<file path="config.mk">
export PLATFORM = sky130hd
export DESIGN_NAME = aes32_seq
export DESIGN_NICKNAME = d
export VERILOG_FILES = /design/src/rtl/aes32_seq.sv
export SDC_FILE = /design/constraint.sdc
export NUM_CORES = 1
export LEC_CHECK = 0
export ABC_AREA = 1
export BUFFER_PORTS_ARGS = -buffer_cell sky130_fd_sc_hd__clkbuf_2
export CELL_PAD_IN_SITES_DETAIL_PLACEMENT = 0
export CELL_PAD_IN_SITES_GLOBAL_PLACEMENT = 1
export CORE_UTILIZATION = 45
export DETAILED_ROUTE_END_ITERATION = 12
export HOLD_SLACK_MARGIN = 0.05
export PLACE_DENSITY = 0.87
export SLEW_MARGIN = 20
export SYNTH_ARGS = -nofsm -noshare
export SYNTH_HDL_FRONTEND = slang
export SYNTH_SLANG_ARGS = --single-unit
</file>
<file path="constraint.sdc">
create_clock -name g_clk -period 49.4 [get_ports g_clk]
set_input_delay 4.94 -clock g_clk [delete_from_list [all_inputs] [get_ports g_clk]]
set_output_delay 4.94 -clock g_clk [all_outputs]
set_load 0.01 [all_outputs]
</file>
<file path="src/rtl/aes32_seq.sv">
// aes32_seq: multi-cycle AES SubBytes / SubBytes+MixColumn on one selected byte of rs2, xored into rs1.
// Latency: ready 2 cycles after valid is sampled (3 for mix ops when MIX_STAGE=1); valid low in SUB/MIX aborts.
// Optional: define AES32_SEQ_DEC_EN to build the inverse S-box and InvMixColumn multipliers (decs/decsm).
module aes32_seq #(
  parameter int MIX_STAGE = 1
) (
  input  logic        g_clk,
  input  logic        g_resetn,
  input  logic        valid,
  input  logic        op_encs,
  input  logic        op_encsm,
  input  logic        op_decs,
  input  logic        op_decsm,
  input  logic [31:0] rs1,
  input  logic [31:0] rs2,
  input  logic [1:0]  bs,
  output logic [31:0] rd,
  output logic        ready
);

  localparam logic [1:0] ST_IDLE = 2'd0;
  localparam logic [1:0] ST_SUB  = 2'd1;
  localparam logic [1:0] ST_MIX  = 2'd2;
  localparam logic [1:0] ST_DONE = 2'd3;

  // GF(2^8) helpers, polynomial 0x11B
  function automatic logic [7:0] xtime(input logic [7:0] x);
    return {x[6:0], 1'b0} ^ (x[7] ? 8'h1b : 8'h00);
  endfunction

  function automatic logic [7:0] gf_mul(input logic [7:0] a, input logic [7:0] b);
    logic [7:0] acc;
    logic [7:0] x;
    acc = 8'h00;
    x   = a;
    for (int i = 0; i < 8; i++) begin
      if (b[i]) acc = acc ^ x;
      x = xtime(x);
    end
    return acc;
  endfunction

  // multiplicative inverse as x^254 (maps 0 to 0)
  function automatic logic [7:0] gf_inv(input logic [7:0] x);
    logic [7:0] x2, x3, x6, x12, x15, x30, x60, x120, x240, x252;
    x2   = gf_mul(x, x);
    x3   = gf_mul(x2, x);
    x6   = gf_mul(x3, x3);
    x12  = gf_mul(x6, x6);
    x15  = gf_mul(x12, x3);
    x30  = gf_mul(x15, x15);
    x60  = gf_mul(x30, x30);
    x120 = gf_mul(x60, x60);
    x240 = gf_mul(x120, x120);
    x252 = gf_mul(x240, x12);
    return gf_mul(x252, x2);
  endfunction

  function automatic logic [7:0] affine(input logic [7:0] x);
    return x ^ {x[6:0], x[7]} ^ {x[5:0], x[7:6]} ^ {x[4:0], x[7:5]} ^ {x[3:0], x[7:4]} ^ 8'h63;
  endfunction

`ifdef AES32_SEQ_DEC_EN
  function automatic logic [7:0] inv_affine(input logic [7:0] x);
    return {x[6:0], x[7]} ^ {x[4:0], x[7:5]} ^ {x[1:0], x[7:2]} ^ 8'h05;
  endfunction
`endif

  logic [1:0]  state_q, state_d;
  logic [7:0]  s_q, s_d;
  logic [31:0] t_q, t_d;

  // op decode: exactly one op bit must be set, otherwise the op is illegal (t = 0)
  logic [3:0] op_vec;
  logic       one_hot, op_legal, sel_encs, sel_encsm, is_mix, take_mix;
  logic [7:0] b_in, sbox_out;
  logic [31:0] t_comb, t_fin, t_rot;

  assign op_vec    = {op_decsm, op_decs, op_encsm, op_encs};
  assign one_hot   = (op_vec != 4'h0) && ((op_vec & (op_vec - 4'h1)) == 4'h0);
  assign sel_encs  = op_legal & op_encs;
  assign sel_encsm = op_legal & op_encsm;

`ifdef AES32_SEQ_DEC_EN
  logic sel_decs, sel_decsm, is_dec;
  assign op_legal  = one_hot;
  assign sel_decs  = op_legal & op_decs;
  assign sel_decsm = op_legal & op_decsm;
  assign is_dec    = sel_decs | sel_decsm;
  assign is_mix    = sel_encsm | sel_decsm;
`else
  // without the decrypt build, decs/decsm fall into the illegal path
  assign op_legal  = one_hot & (op_encs | op_encsm);
  assign is_mix    = sel_encsm;
`endif

  assign take_mix = (MIX_STAGE != 0) && is_mix;
  assign b_in     = 8'(rs2 >> {bs, 3'b000});

  // shared S-box: one inversion core, affine maps muxed around it for encrypt/decrypt
  always_comb begin
`ifdef AES32_SEQ_DEC_EN
    sbox_out = is_dec ? gf_inv(inv_affine(b_in)) : affine(gf_inv(b_in));
`else
    sbox_out = affine(gf_inv(b_in));
`endif
  end

  // column word built from the registered S-box byte
  always_comb begin
    t_comb = 32'h0;
    if (sel_encsm)
      t_comb = {xtime(s_q) ^ s_q, s_q, s_q, xtime(s_q)};
    else if (sel_encs)
      t_comb = {24'h0, s_q};
`ifdef AES32_SEQ_DEC_EN
    else if (sel_decsm)
      t_comb = {gf_mul(s_q, 8'h0b), gf_mul(s_q, 8'h0d), gf_mul(s_q, 8'h09), gf_mul(s_q, 8'h0e)};
    else if (sel_decs)
      t_comb = {24'h0, s_q};
`endif
  end

  // next-state and datapath loads; each register only loads in its own state
  always_comb begin
    state_d = state_q;
    s_d     = s_q;
    t_d     = t_q;
    case (state_q)
      ST_IDLE: if (valid) state_d = ST_SUB;
      ST_SUB: begin
        if (!valid) state_d = ST_IDLE;
        else begin
          s_d     = sbox_out;
          state_d = take_mix ? ST_MIX : ST_DONE;
        end
      end
      ST_MIX: begin
        if (!valid) state_d = ST_IDLE;
        else begin
          t_d     = t_comb;
          state_d = ST_DONE;
        end
      end
      ST_DONE: state_d = ST_IDLE;
      default: state_d = ST_IDLE;
    endcase
  end

  // state and datapath registers with synchronous active-low reset
  always_ff @(posedge g_clk) begin
    if (!g_resetn) begin
      state_q <= ST_IDLE;
      s_q     <= 8'h0;
      t_q     <= 32'h0;
    end else begin
      state_q <= state_d;
      s_q     <= s_d;
      t_q     <= t_d;
    end
  end

  // result: rotate the column word into byte position bs and xor into rs1, only in DONE
  always_comb begin
    t_fin = take_mix ? t_q : t_comb;
    case (bs)
      2'd0:    t_rot = t_fin;
      2'd1:    t_rot = {t_fin[23:0], t_fin[31:24]};
      2'd2:    t_rot = {t_fin[15:0], t_fin[31:16]};
      default: t_rot = {t_fin[7:0],  t_fin[31:8]};
    endcase
    ready = (state_q == ST_DONE);
    rd    = ready ? (rs1 ^ t_rot) : 32'h0;
  end

endmodule

</file>
### After elaboration in Yosys (flattened, before gate mapping)

Index checks and enable logic that the tools add are counted.

* logic and storage cells: 361
* bits in registers: 42
* output and inout bits: 33

* bitwise gates (word level): 167
* reductions and logical operators: 7
* muxes and demuxes: 176
* shift operators: 1
* add/subtract/negate cells: 1
* equal/unequal tests: 6

Operators with widths (number)
* two-way mux 8 bit: 89
* bitwise XOR 8 bit: 82
* bitwise XOR 8 x 5 -> 8 bit: 78
* two-way mux 5 bit: 78
* two-way mux 32 bit: 3
* case mux 32 bit (3 select lines): 1
* >> shifter 32 x 5 -> 8 bit: 1
* bitwise XOR 32 bit: 1
* case mux 2 bit (4 select lines): 1
* == test 2 bit (second input constant): 3
* two-way mux 2 bit: 3
* AND 4 bit: 1
* == test 2 x 1 -> 1 bit (second input constant): 2
* logical NOT 2 bit: 2
* logical NOT 4 bit: 1
* NOT 4 bit: 1
* AND reduction 2 bit: 2
* nonzero test 4 bit: 1
* subtractor 4 x 1 -> 4 bit (second input constant): 1
* AND 1 bit: 3
* != test 2 bit (second input constant): 1
* logical AND 1 bit: 1
* two-way mux 1 bit: 1
* OR 1 bit: 1

### Depth between registers and ports, before layout

* depth after elaboration: 182
* depth in mapped cells: 172
* mapped depth without buffers: 161

### Worst setup path after synthesis

Ideal clock, no wire load.

* kind: input-to-reg
* start point: input bs[0]
* end point: register s_q[5]
* setup slack: 30.190 ns
* stages: 152
* setup time: 0.109 ns
* data required time: 49.291 ns
* arrival: 19.101 ns
* buffers on the path: 14
* cell sequence: buf_6 -> inv_8 -> buf_8 -> nand2_1 -> nand2_1 -> nand2_2 -> nand2_4 -> buf_6 -> clkbuf_8 -> buf_6 -> ha_1 -> inv_1 -> nand2_1 -> nand2_1 -> nand2_1 -> nand2_2 -> nand2_1 -> nand2_1 -> [116 not listed] -> nand2_4 -> nand2_2 -> nand2_4 -> nand2_4 -> nand2_4 -> inv_1 -> nand2_2 -> nand3_1 -> xor2_1 -> nor2_1 -> nor2_1 -> nand3_1 -> nand2_2 -> inv_2 -> nand2_1 -> nand3_1 -> nand2_1 -> inv_1

* cells in the longest elaborated chain, start to end: 175

Ends and longest elaborated chain
* start: declaration: line 16 `input logic [1:0] bs,`
* >> shifter 32 x 5 -> 8 bit (*): line 98 `assign b_in = 8'(rs2 >> {bs, 3'b000});`
* two-way mux 5 bit, or another cell as far along: line 28 `return {x[6:0], 1'b0} ^ (x[7] ? 8'h1b : 8'h00);`
* bitwise XOR 8 x 5 -> 8 bit or bitwise XOR 8 bit (tied branches): line 28, 37
* bitwise XOR 8 bit or two-way mux 8 bit (tied branches): line 37 `if (b[i]) acc = acc ^ x;`
* two-way mux 8 bit or bitwise XOR 8 bit (tied branches): line 37
* bitwise XOR 8 bit or two-way mux 8 bit (tied branches): line 37
* two-way mux 8 bit or bitwise XOR 8 bit (tied branches): line 37
* bitwise XOR 8 bit or two-way mux 8 bit (tied branches): line 37
* [157 not listed]
* two-way mux 8 bit: line 37
* bitwise XOR 8 bit: line 37
* two-way mux 8 bit: line 37
* bitwise XOR 8 bit: line 37
* two-way mux 8 bit (*): line 37
* bitwise XOR 8 bit (3 in series): line 60 `return x ^ {x[6:0], x[7]} ^ {x[5:0], x[7:6]} ^ {x[4:0], x[7:5]} ^ {x[3:0], x[7:4]} ^ 8'h63;`
* bitwise XOR 8 bit (*): line 60
* NOT 4 bit (no source line) (*)
* end signal: assignment: line 154 `s_q <= 8'h0;`
* end signal: assignment: line 158 `s_q <= s_d;`
* end: declaration: line 70 `logic [7:0] s_q, s_d;`

Mark *: on every way between the ends. The rest lies on a longest branch, timed or not.
A chain may end at the register's enable or synchronous reset.

### Worst setup path after layout

* start point: input bs[0]
* end point: register s_q[0]

* cells in the longest elaborated chain, start to end: 175

Ends and longest elaborated chain (line)
* >> shifter 32 x 5 -> 8 bit (*): 98
* two-way mux 5 bit, or another cell as far along: 28
* bitwise XOR 8 x 5 -> 8 bit or bitwise XOR 8 bit (tied branches): 28, 37
* bitwise XOR 8 bit or two-way mux 8 bit (tied branches): 37
* two-way mux 8 bit or bitwise XOR 8 bit (tied branches): 37
* bitwise XOR 8 bit or two-way mux 8 bit (tied branches): 37
* two-way mux 8 bit or bitwise XOR 8 bit (tied branches): 37
* bitwise XOR 8 bit or two-way mux 8 bit (tied branches): 37
* [157 not listed]
* two-way mux 8 bit: 37
* bitwise XOR 8 bit: 37
* two-way mux 8 bit: 37
* bitwise XOR 8 bit: 37
* two-way mux 8 bit (*): 37
* bitwise XOR 8 bit (3 in series): 60
* bitwise XOR 8 bit (*): 60
* NOT 4 bit (no source line) (*)

Marked as above.

==> flow_metrics.tcl <==
set metrics [dict create \
    clockBufferDepth 2 \
    yosysWarningCount 0 \
    finalCriticalPeriod_ps 22090 \
    fin_area_um2 24200 \
    ys_top_cells_by_area "nand2_1 (22%), nand2_2 (12%), nand3_1 (12%)" \
    max_cap_viol_count 0 \
    cts_tree "done" \
    cts_setup_buffers 0 \
    slew_headroom 0.457 \
    pin_count 106 \
    syn_avg_cell_area_um2 5.62 \
    tns_ps 0 \
    max_stage_delay_ps 580 \
    antenna_cells 0 \
    drv_slew 0 \
    die_y_um 232 \
    start_util 0.460 \
    insertion_delay_ps 270 \
    synth_edf_count 0 \
    worst-path-max-fanout 43 \
    rows 83 \
    cts_resized 0 \
    drc 0 \
    synth_nets 4315 \
    placed_cell_area_um2 24100 \
    yosysSeqAreaShare 0.0286 \
    port_buffers 105 \
    ctsHtreeMaxLevel 2 \
    hp-class "reg -> reg" \
    vias 25200 \
    cpMostUsedCell "nand2_1" \
    grt-ovfl-total 0 \
    status "complete, no violations" \
    holdBufCountCts 0 \
    drive_gt1_frac 0.282 \
    finalNetCount 4329 \
    cts_root_buf "clkbuf_16" \
    start_kind "input pin" \
    slowest_stage "ha_1" \
    clock.fmax_mhz 45.3 \
    setup_ws_ps 27310 \
    rrSetupSlack_ps 47620 \
    pre_cts_ws_ps 27250 \
    grt_max_degree 44 \
    wl_met2_um 31100 \
    nFillCells 5668 \
    synth.largest_area_cell "nand2_1" \
    path_clk_slew_ps 50 \
    worst_pin_slew_ps 811 \
    dominantRegCellSynth "dfxtp_1" \
    routed_wl_um 66500 \
    met3_length_um 2770 \
    cp.required_ps 49570 \
    cts_buffers 5 \
    syn_inst 4235 \
    rsz0062_at_grt "false" \
    routedWlPerCell_um 13.5 \
    yosysUniqueCellTypes 61 \
    hold_viol 0 \
    routed.top_layer "met4" \
    drt_first_pass_iters 5 \
    path_class "in -> reg" \
    skew_ps 3.07 \
    drtIter0Drc 1678 \
    core_um2 51700 \
    first_global_vias 22400 \
    antenna_found_initial 0 \
    die-area_um2 53800 \
    ant_nets 0 \
    setup_viol 0 \
    grt_pass1_wl_um 111000 \
    cts_num_sinks 34 \
    met1_length_um 31700 \
    area_growth_pct 1.78 \
    fin_crit_sh 0.447 \
    worstPathArrival_ps 22270 \
    endpoint_kind "flop" \
    die_x_um 232 \
    synth_top_area_frac 0.222 \
    place_hpwl_um 53800 \
    gp_congestion 0.944 \
    ys_seq_elements 34 \
    syn_area_um2 23800 \
    grt_use_total 0.245 \
    synthArstFlopShare 0 \
    viasPerCell 5.10 \
]
==> Yosys cell counts (16+ instances only) <==
cell / instances
nand2_1: 1405
nand3_1: 553
nand2_2: 464
inv_1: 458
nor2_1: 205
nand2_4: 176
nand3_2: 154
inv_2: 111
a21oi_1: 68
o21ai_0: 59
nand4_1: 54
xor2_1: 51
nor2_2: 48
dfxtp_1: 34
buf_6: 31
nand3b_1: 25
buf_8: 24
nand2_8: 23
xnor2_1: 22
inv_4: 21
o21ai_1: 20
clkbuf_1: 16
inv_6: 16
==> worst max-delay path, delay by kind of cell <==
kind	cells	cell delay, ps
buf+inv	25	2620
compound gates	3	690
fa+ha+maj	7	2720
xor+xnor	3	570
simple gates	104	10610
==> kinds of logic (layout without fill, tap and decap cells) <==
family,Yosys count,after routing,share of synthesized area
flops,34,34,0.0286
fa+ha+maj,7,7,0.00368
xor+xnor,78,78,0.0303
compound gates,224,224,0.0570
buf+inv,732,746,0.155
simple gates,3160,3160,0.725
==> placed cells by master, fill, tap and decap left out, types with 16 or more instances in the layout <==
master | Yosys | layout
inv_6 | 16 | 16
inv_4 | 21 | 21
nor2_1 | 205 | 205
nand2_4 | 176 | 176
xnor2_1 | 22 | 22
nand2_1 | 1405 | 1405
inv_1 | 458 | 458
nand4_1 | 54 | 54
a21oi_1 | 68 | 68
nand2_2 | 464 | 464
o21ai_0 | 59 | 59
xor2_1 | 51 | 51
inv_2 | 111 | 111
nor2_2 | 48 | 48
dfxtp_1 | 34 | 34
nand3_2 | 154 | 154
clkbuf_2 | 0 | 105
o21ai_1 | 20 | 20
nand3b_1 | 25 | 25
nand3_1 | 553 | 553
nand2_8 | 23 | 23
==> worst paths after layout <==
path              start       to  depth (start not counted)
max               bs[0]   s_q[0]                        142
min             t_q[18]  t_q[18]                          2
max reg2reg  state_q[0]   s_q[3]                          6
min reg2reg     t_q[18]  t_q[18]                          2
==> layout make-up <==
cell class / count / area, µm² / area share
multi-input cells: 3469 / 19400 / 0.802
inverters: 630 / 2570 / 0.106
well taps: 680 / 851 / 0.0351
flip-flops and latches: 34 / 681 / 0.0281
repair buffers: 109 / 556 / 0.0229
clock buffers: 7 / 133 / 0.00548
==> flip-flops by register name, summed over array words and instances, names as in the netlist <==
name	flops
s_q	8
t_q	24
state_q	2
==> stage by stage <==
stage | hold slack (ps) | instances | util
after floorplan | 437 | 4235 | -
after global placement | 454 | 4922 | 0.466
after detailed placement | 457 | 4922 | 0.466
after CTS | 465 | 4929 | 0.468
after global routing | 474 | 4929 | 0.468
final | 466 | 4929 | 0.468
==> per-layer routing <==
metal,track usage,vias up
li1,-,13300
met2,0.420,568
met1,0.339,11200
met5,0,-
met4,0.0450,0
met3,0.00982,64
Power is left out: the tool's default activity adds up to more than one toggle a clock period on the data nets, which glitch-free logic cannot reach.
